### src/rtl/meter_time_bank.sv
// Parking-meter time bank: binary remaining-time register plus an iterative
// double-dabble BCD converter. Optional build macro: METER_SATURATE_EN.
module meter_time_bank #(
  parameter int unsigned MAX_TIME   = 9999,
  parameter int unsigned LOW_THRESH = 200
) (
  input  logic        clk,
  input  logic        reset,
  input  logic        sec_tick,
  input  logic        add10,
  input  logic        add180,
  input  logic        add200,
  input  logic        add550,
  input  logic        load10,
  input  logic        load205,
  output logic [13:0] count,
  output logic [15:0] bcd,
  output logic        bcd_valid,
  output logic        busy,
  output logic        low,
  output logic        expired,
  output logic [1:0]  dbg_state
);

  // Pulse handshake: every input is a one-cycle strobe with no ready; the
  // block accepts it on the rising edge it is high, and bcd_valid is a
  // one-cycle strobe that the consumer must take on that cycle.

  typedef enum logic [1:0] {
    S_IDLE  = 2'd0,
    S_SHIFT = 2'd1,
    S_DONE  = 2'd2
  } conv_state_e;

  localparam logic [14:0] MAX_W = 15'(MAX_TIME);
  localparam logic [13:0] MAX_C = 14'(MAX_TIME);
  localparam logic [14:0] LOW_W = 15'(LOW_THRESH);

  logic [13:0] count_q, count_d;
  logic        low_q, low_d;
  logic        expired_q, expired_d;
  logic        dec;
  logic [14:0] sum, nxt;

  conv_state_e state_q, state_d;
  logic [13:0] snap_q, snap_d;
  logic [13:0] bin_q, bin_d;
  logic [15:0] work_q, work_d;
  logic [15:0] adj;
  logic [3:0]  step_q, step_d;
  logic [15:0] bcd_q, bcd_d;
  logic        bcd_valid_q, bcd_valid_d;
  logic        busy_q, busy_d;

  always_comb begin
    dec = sec_tick && (count_q != 14'd0);
    sum = (add10  ? 15'd10  : 15'd0) + (add180 ? 15'd180 : 15'd0) +
          (add200 ? 15'd200 : 15'd0) + (add550 ? 15'd550 : 15'd0);
    nxt = {1'b0, count_q} - {14'd0, dec} + sum;
    count_d = count_q;
    if (load205) begin
      count_d = 14'd205;
    end else if (load10) begin
      count_d = 14'd10;
    end else if (nxt > MAX_W) begin
`ifdef METER_SATURATE_EN
      count_d = MAX_C;
`else
      count_d = count_q;
`endif
    end else begin
      count_d = nxt[13:0];
    end
    // Flags come from the next value so they move on the same edge as count.
    low_d     = ({1'b0, count_d} < LOW_W);
    expired_d = (count_d == 14'd0);
  end

  always_comb begin
    for (int i = 0; i < 4; i++) begin
      adj[4*i +: 4] = (work_q[4*i +: 4] >= 4'd5) ? work_q[4*i +: 4] + 4'd3
                                                  : work_q[4*i +: 4];
    end
  end

  always_comb begin
    state_d     = state_q;
    snap_d      = snap_q;
    bin_d       = bin_q;
    work_d      = work_q;
    step_d      = step_q;
    bcd_d       = bcd_q;
    bcd_valid_d = 1'b0;
    busy_d      = busy_q;
    case (state_q)
      S_IDLE: begin
        if (count_q != snap_q) begin
          snap_d  = count_q;
          bin_d   = count_q;
          work_d  = 16'd0;
          step_d  = 4'd0;
          busy_d  = 1'b1;
          state_d = S_SHIFT;
        end
      end
      S_SHIFT: begin
        work_d = {adj[14:0], bin_q[13]};
        bin_d  = {bin_q[12:0], 1'b0};
        step_d = step_q + 4'd1;
        if (step_q == 4'd13) state_d = S_DONE;
      end
      S_DONE: begin
        // bcd only ever takes a fully converted word.
        bcd_d       = work_q;
        bcd_valid_d = 1'b1;
        busy_d      = 1'b0;
        state_d     = S_IDLE;
      end
      default: state_d = S_IDLE;
    endcase
  end

  always_ff @(posedge clk) begin
    if (reset) begin
      count_q     <= 14'd0;
      low_q       <= 1'b1;
      expired_q   <= 1'b1;
      state_q     <= S_IDLE;
      snap_q      <= 14'd0;
      bin_q       <= 14'd0;
      work_q      <= 16'd0;
      step_q      <= 4'd0;
      bcd_q       <= 16'd0;
      bcd_valid_q <= 1'b0;
      busy_q      <= 1'b0;
    end else begin
      count_q     <= count_d;
      low_q       <= low_d;
      expired_q   <= expired_d;
      state_q     <= state_d;
      snap_q      <= snap_d;
      bin_q       <= bin_d;
      work_q      <= work_d;
      step_q      <= step_d;
      bcd_q       <= bcd_d;
      bcd_valid_q <= bcd_valid_d;
      busy_q      <= busy_d;
    end
  end

  assign count     = count_q;
  assign bcd       = bcd_q;
  assign bcd_valid = bcd_valid_q;
  assign busy      = busy_q;
  assign low       = low_q;
  assign expired   = expired_q;
  assign dbg_state = state_q;

endmodule

### config.mk
export PLATFORM = sky130hd
export DESIGN_NAME = meter_time_bank
export DESIGN_NICKNAME = d
export VERILOG_FILES = /design/src/rtl/meter_time_bank.sv
export SDC_FILE = /design/constraint.sdc
export NUM_CORES = 1
export LEC_CHECK = 0
export ABC_CLOCK_PERIOD_IN_PS = 5400
export BUFFER_PORTS_ARGS = -buffer_cell sky130_fd_sc_hd__buf_2
export CORE_ASPECT_RATIO = 1.25
export CORE_MARGIN = 5
export CORE_UTILIZATION = 40
export DETAILED_ROUTE_END_ITERATION = 6
export PLACE_DENSITY = 0.64
export REMOVE_ABC_BUFFERS = 1
export SLEW_MARGIN = 20
export SYNTH_ARGS = -nofsm -noshare
export SYNTH_HDL_FRONTEND = slang
export SYNTH_SLANG_ARGS = --single-unit
### constraint.sdc
create_clock -name clk -period 5.4 [get_ports clk]
set_input_delay 0.54 -clock clk [delete_from_list [all_inputs] [get_ports clk]]
set_output_delay 0.54 -clock clk [all_outputs]
set_load 0.02 [all_outputs]
# Word level (Yosys, flattened, before mapping)
# Cells that the tools add are included.
[totals]
reg_bits = 84
inputBits = 9
output_inout_bits = 36
[classes]
n_mux = 23
add_sub_neg = 10
order_cmp = 6
n_eq_ne = 6
n_reduce_logical = 10
[op_table]
columns = ["op", "n"]
rows = [
  ["$mux W14", 4],
  ["$pmux W16 S2", 1],
  ["$pmux W14 S2", 1],
  ["$mux W4", 5],
  ["$ge A4 B3 Y1 const B", 4],
  ["$mux W16", 1],
  ["$mux W8", 2],
  ["$add A15 B11 Y15", 1],
  ["$gt A15 B14 Y1 const B", 1],
  ["$sub A14 B1 Y15", 1],
  ["$logic_not A14 Y1", 1],
  ["$lt A14 B8 Y1 const B", 1],
  ["$ne A14 B14 Y1", 1],
  ["$reduce_bool A14 Y1", 1],
  ["$add A4 B2 Y4 const B", 3],
  ["$add A10 B10 Y11", 1],
  ["$add A9 B8 Y10", 1],
  ["$mux W10", 1],
  ["$add A4 B8 Y9", 1],
  ["$pmux W4 S2", 1],
  ["$reduce_and A2 Y1", 4],
  ["$add A4 B1 Y4 const B", 1],
  ["$eq A4 B4 Y1 const B", 1],
  ["$mux W2", 2],
  ["11 further kinds", 14],
]

# Logic depth before layout (Yosys ltp)
[depth]
word_depth = 10
mapped_depth = 21

# Least setup slack after synthesis
# Ideal clock, no wire load.
[synth_path]
kind = "flip-flop to flip-flop"
startpoint = "register count_q[1], in the netlist count[1]"
endpoint = "register expired_q, in the netlist expired"
path_stages_with_launch = 19
slack_ps = 1185
setup_time_ps = 119
t_arrival_ps = 4096
path_buffers = 1
path_cell_list = "dfxtp_1 -> or4_1 -> o31a_1 -> ha_1 -> inv_1 -> fa_1 -> ha_1 -> inv_1 -> fa_1 -> nand2b_1 -> a21oi_1 -> a2111oi_0 -> a2111oi_2 -> a32oi_2 -> o21ai_2 -> buf_6 -> mux2i_1 -> a21oi_1 -> o221a_1"
[synth_between]
elab_chain_len = 9
[synth_rtl]
columns = ["item", "line", "source"]
rows = [
  ["from (decl)", "39", "logic [13:0] count_q, count_d;"],
  ["from (signal assigned)", "137", "count_q <= count_d;"],
  ["$reduce_bool A14 Y1", "56", "dec = sec_tick && (count_q != 14'd0);"],
  ["$logic_and A1 B1 Y1", "56", ""],
  ["$sub A14 B1 Y15", "59", "nxt = {1'b0, count_q} - {14'd0, dec} + sum;"],
  ["$add A15 B11 Y15", "59", ""],
  ["$gt A15 B14 Y1", "65", "end else if (nxt > MAX_W) begin"],
  ["$mux W14 (*)", "65", ""],
  ["$mux W14 (*)", "63", "end else if (load10) begin"],
  ["$mux W14 (*)", "61", "if (load205) begin"],
  ["$logic_not A14 Y1 (*)", "76", "expired_d = (count_d == 14'd0);"],
  ["to (signal assigned)", "139", "expired_q <= expired_d;"],
  ["to (decl)", "41", "logic expired_q, expired_d;"],
]
# Every way passes the cells marked *; elsewhere a longest branch is shown, timed or not.
# A chain may end at the register's enable or synchronous reset.

# Worst setup path after layout
[layout_path]
startpoint = "register count_q[1], in the netlist count[1]"
endpoint = "register count_q[3], in the netlist count[3]"
[layout_between]
elab_chain_len = 8
[layout_rtl]
columns = ["item", "line"]
rows = [
  ["$reduce_bool A14 Y1", "56"],
  ["$logic_and A1 B1 Y1", "56"],
  ["$sub A14 B1 Y15 (*)", "59"],
  ["$add A15 B11 Y15 (*)", "59"],
  ["$gt A15 B14 Y1", "65"],
  ["$mux W14 (*)", "65"],
  ["$mux W14 (*)", "63"],
  ["$mux W14 (*)", "61"],
]
# Marked as above.

==> summary.txt <==
Route
  • Remaining antenna violation count: 0
  • WL/cell: between 10 and 15 um
  • Total Routed Length: between 10,000 and 15,000 um
  • Via density: about 5.3
  • Remaining DRCs: 0
  • Pre-antenna DRT Iters: 4
  • Initial DRC count: between 150 and 200
  • Via count: 4,248

Logic synthesis
  • Post-synth top flop: dfxtp_1
  • Synth Instances: roughly 610
  • Yosys Warn Count: 0
  • Mapped cell area: just under 5000 um^2
  • Post-Syn Area per Cell: roughly 8 um^2
  • Compound-Gate Fraction of Synth Area: 20.5%
  • Largest family of logic cells by synthesized area: compound AO/OA/AOI/OAI gates
  • Ys async rst share: 0%
  • Synth Register Bits: 84
  • Number of synthesized flops with an enable pin: 0
  • XOR/XNOR Fraction of Synth Area: ~5.6%
  • Post-synthesis mux area share: between 1.5 and 2%
  • Synthesized-area fraction occupied by and/or/nand/nor cells: approximately 18%
  • Adder-Cell Fraction of Synth Area: between 10% and 20%
  • Sequential-to-total area share from yosys stat: 34.6%
  • Unique cell type count in the Yosys netlist: 60

Finish
  • Ratio of cells with drive above 1 in the final layout: 12.7%
  • Nets: between 600 and 700
  • Fillers: between 1,000 and 1,500
  • Antenna Cells: 0
  • Commonest non-fill, non-tap cell in the layout: a21oi_1
  • P&R area growth vs syn: 13.3%
  • Core Util, Final: 45.7%
  • Leading cell types in the layout, fill and taps excluded: a21oi_1 (89), nand2_1 (88), dfxtp_1 (84), inv_1 (53), buf_2 (44)

Timing
  • Worst rel slew slack: between 30% and 40%
  • F_max: between 200 and 250 MHz
  • Setup Viol. Count Final: 0
  • Final Hold Viols: 0
  • Slew @ Worst Pin: around 1000 ps
  • RSZ-0062 raised after global routing: false
  • Setup_tns: 0 ps
  • Fin crit share: 86.7%
  • Crit path time final: roughly 4700 ps
  • Clock skew: approximately 5.7 ps
  • Final-report max-slew violation count: 0

Floorplan
  • Die area: around 14,000 um^2
  • FP Rows: 45
  • DIE HEIGHT: about 130 um
  • Chip width: between 100 and 150 um
  • Core area: between 10,000 and 15,000 um^2
  • Ports: 45
  • Initial Utilization: approximately two fifths

CTS
  • CTS tree: yes
  • CTS resizes: 0
  • Clock Path Buffers: 2
  • CTS Sinks: between 80 and 90
  • Clock slew seen by the registers of the worst setup and hold paths: 60 ps
  • H-tree depth: 3
  • Post-CTS Hold Buffers: 0
  • CTS root buffer: clkbuf_16
  • Skew-Pair Late Insertion Delay: roughly 340 ps
  • CTS buffer count: 9
  • Total setup buffers inserted after CTS: 0

Critical path
  • Worst EP arrival: around 4900 ps
  • Worst setup SP type: register
  • Kind of end point of the critical path: register
  • Required @ worst endpoint: 5590 ps
  • CP Buf/Inv Count: 3
  • Worst-path cell chain: or4_1, o31a_1, ha_1, inv_1, fa_1, ha_1, inv_1, fa_1, nand2b_1, a21oi_1, a2111oi_0, a2111oi_2, a32oi_2, o21ai_2, buf_4, nor2_1, a21oi_1, a21oi_1
  • Peak fanout along the critical path: 12
  • Crit path kind: register to register
  • Slowest cell on crit path: or4_1
  • Crit-path max cell delay: 560 ps
  • Crit path max-delay family: compound AO/OA/AOI/OAI gates
  • Most used cell, CP: a21oi_1

Place
  • I/O Buffers: between 40 and 50
  • Global placement routability congestion: roughly 0.8
  • HPWL after detailed placement: 8570 um

Pwr
  • Max rail drop VDD: 0.000223 V
  • Power density over the cells: 463 nW/um^2
  • Lkg Pwr: around 2.3 nW

GRT
  • First-pass GRT wire length: 19,100 um
  • Largest net degree at the start of global routing: 75
  • Vias in the first global route: between 4,000 and 5,000
  • Initial antenna violation count: 0
  • Gr usage total: between 10% and 20%
  • Remaining Overflow, GRT: 0

Hold path
  • Min-delay worst type: primary input to register

Run status
  • Status: finished clean

Run
  • MaxCap Viol Count: 0
kinds of logic (layout without fill, tap and decap cells):
| group | Yosys count | in the layout |
|---|---|---|
| adder cells (fa/ha/maj) | 45 | 45 |
| AO/OA/AOI/OAI | 164 | 164 |
| XOR/XNOR | 30 | 30 |
| multiplexers | 9 | 9 |
| flip-flops | 84 | 84 |
| buffers and inverters | 84 | 120 |
| AND/OR/NAND/NOR | 192 | 192 |
flip-flops by register name, summed over array words and instances, names as in the netlist:
signal / cells
bcd: 16
work_q: 16
bin_q: 14
count: 14
snap_q: 14
step_q: 4
dbg_state: 2
bcd_valid: 1
busy: 1
expired: 1
low: 1
layer usage:
layer	global-route usage, %	wire length, um	share of wire [%]	vias up
met1	18.1	4670	41	2001
met2	30.2	6110	53	74
met4	6.60	249	2.2	0
met3	3.10	416	3.6	16
li1	-	-	-	2157
met5	0	0	0	-
worst paths after layout:
kind                       start                  end  slack (ps)  depth (start not counted)
min                      load205  count[1]$_SDFF_PP0_         420                          2
max          count[1]$_SDFF_PP0_  count[3]$_SDFF_PP0_         720                         18
max reg2reg  count[1]$_SDFF_PP0_  count[3]$_SDFF_PP0_         720                         18
min reg2reg    busy$_SDFFE_PP0P_    busy$_SDFFE_PP0P_         450                          2
through the flow:
| step | total power, mW | setup WS, ps | cell area (um^2) | hold slack [ps] | std cells |
|---|---|---|---|---|---|
| 2_1_floorplan | 1.63 | 756 | 4720 | 425 | 577 |
| 3_3_place_gp | 1.92 | 895 | 5200 | 439 | 792 |
| 3_5_place_dp | 1.94 | 737 | 5200 | 444 | 792 |
| 4_1_cts | 2.56 | 719 | 5500 | 398 | 808 |
| 5_1_grt | 2.73 | 409 | 5510 | 406 | 808 |
| 6_report | 2.55 | 719 | 5510 | 419 | 808 |
power breakdown:
group / internal, mW / switching [mW] / leakage, nW
clock: 0.360 / 0.253 / 0.142
combinational: 0.474 / 0.729 / 1.44
sequential: 0.676 / 0.0557 / 0.682
cell usage after synthesis (all sizes together), types with 2 or more instances:
library cell / number / area share (%)
o31a: 2 / 0.36
a21o: 5 / 0.77
a211oi: 2 / 0.31
mux2: 2 / 0.46
and2: 4 / 0.51
nand2b: 8 / 1.0
nor3b: 2 / 0.31
ha: 39 / 10
o2111ai: 2 / 0.36
xnor2: 13 / 2.5
mux2i: 7 / 1.4
or2: 3 / 0.39
or4: 2 / 0.31
inv: 53 / 4.1
nand3: 19 / 2.0
nand2: 88 / 6.8
nor2b: 3 / 0.39
dfxtp: 84 / 35
o211ai: 2 / 0.31
fa: 6 / 2.5
xor2: 17 / 3.1
o21ai: 23 / 2.4
clkbuf: 22 / 1.7
buf: 9 / 1.2
a31oi: 6 / 0.77
nand4: 5 / 0.64
nor3: 14 / 1.5
a2111oi: 4 / 0.85
a21oi: 90 / 9.3
nor2: 36 / 2.8
nor4: 4 / 0.51
nand4b: 2 / 0.36
a22oi: 13 / 2.0
area by class of cell:
class / instances / area (um^2) / share of cell area (%)
timing repair buffer: 51 / 273 / 4.95
multi-input combinational: 440 / 2850 / 51.7
clock inverter: 7 / 76.3 / 1.39
inverter: 53 / 199 / 3.61
clock buffer: 9 / 225 / 4.09
sequential: 84 / 1680 / 30.5
tap: 164 / 205 / 3.73
No activity file was read; power rests on OpenSTA's default activity.
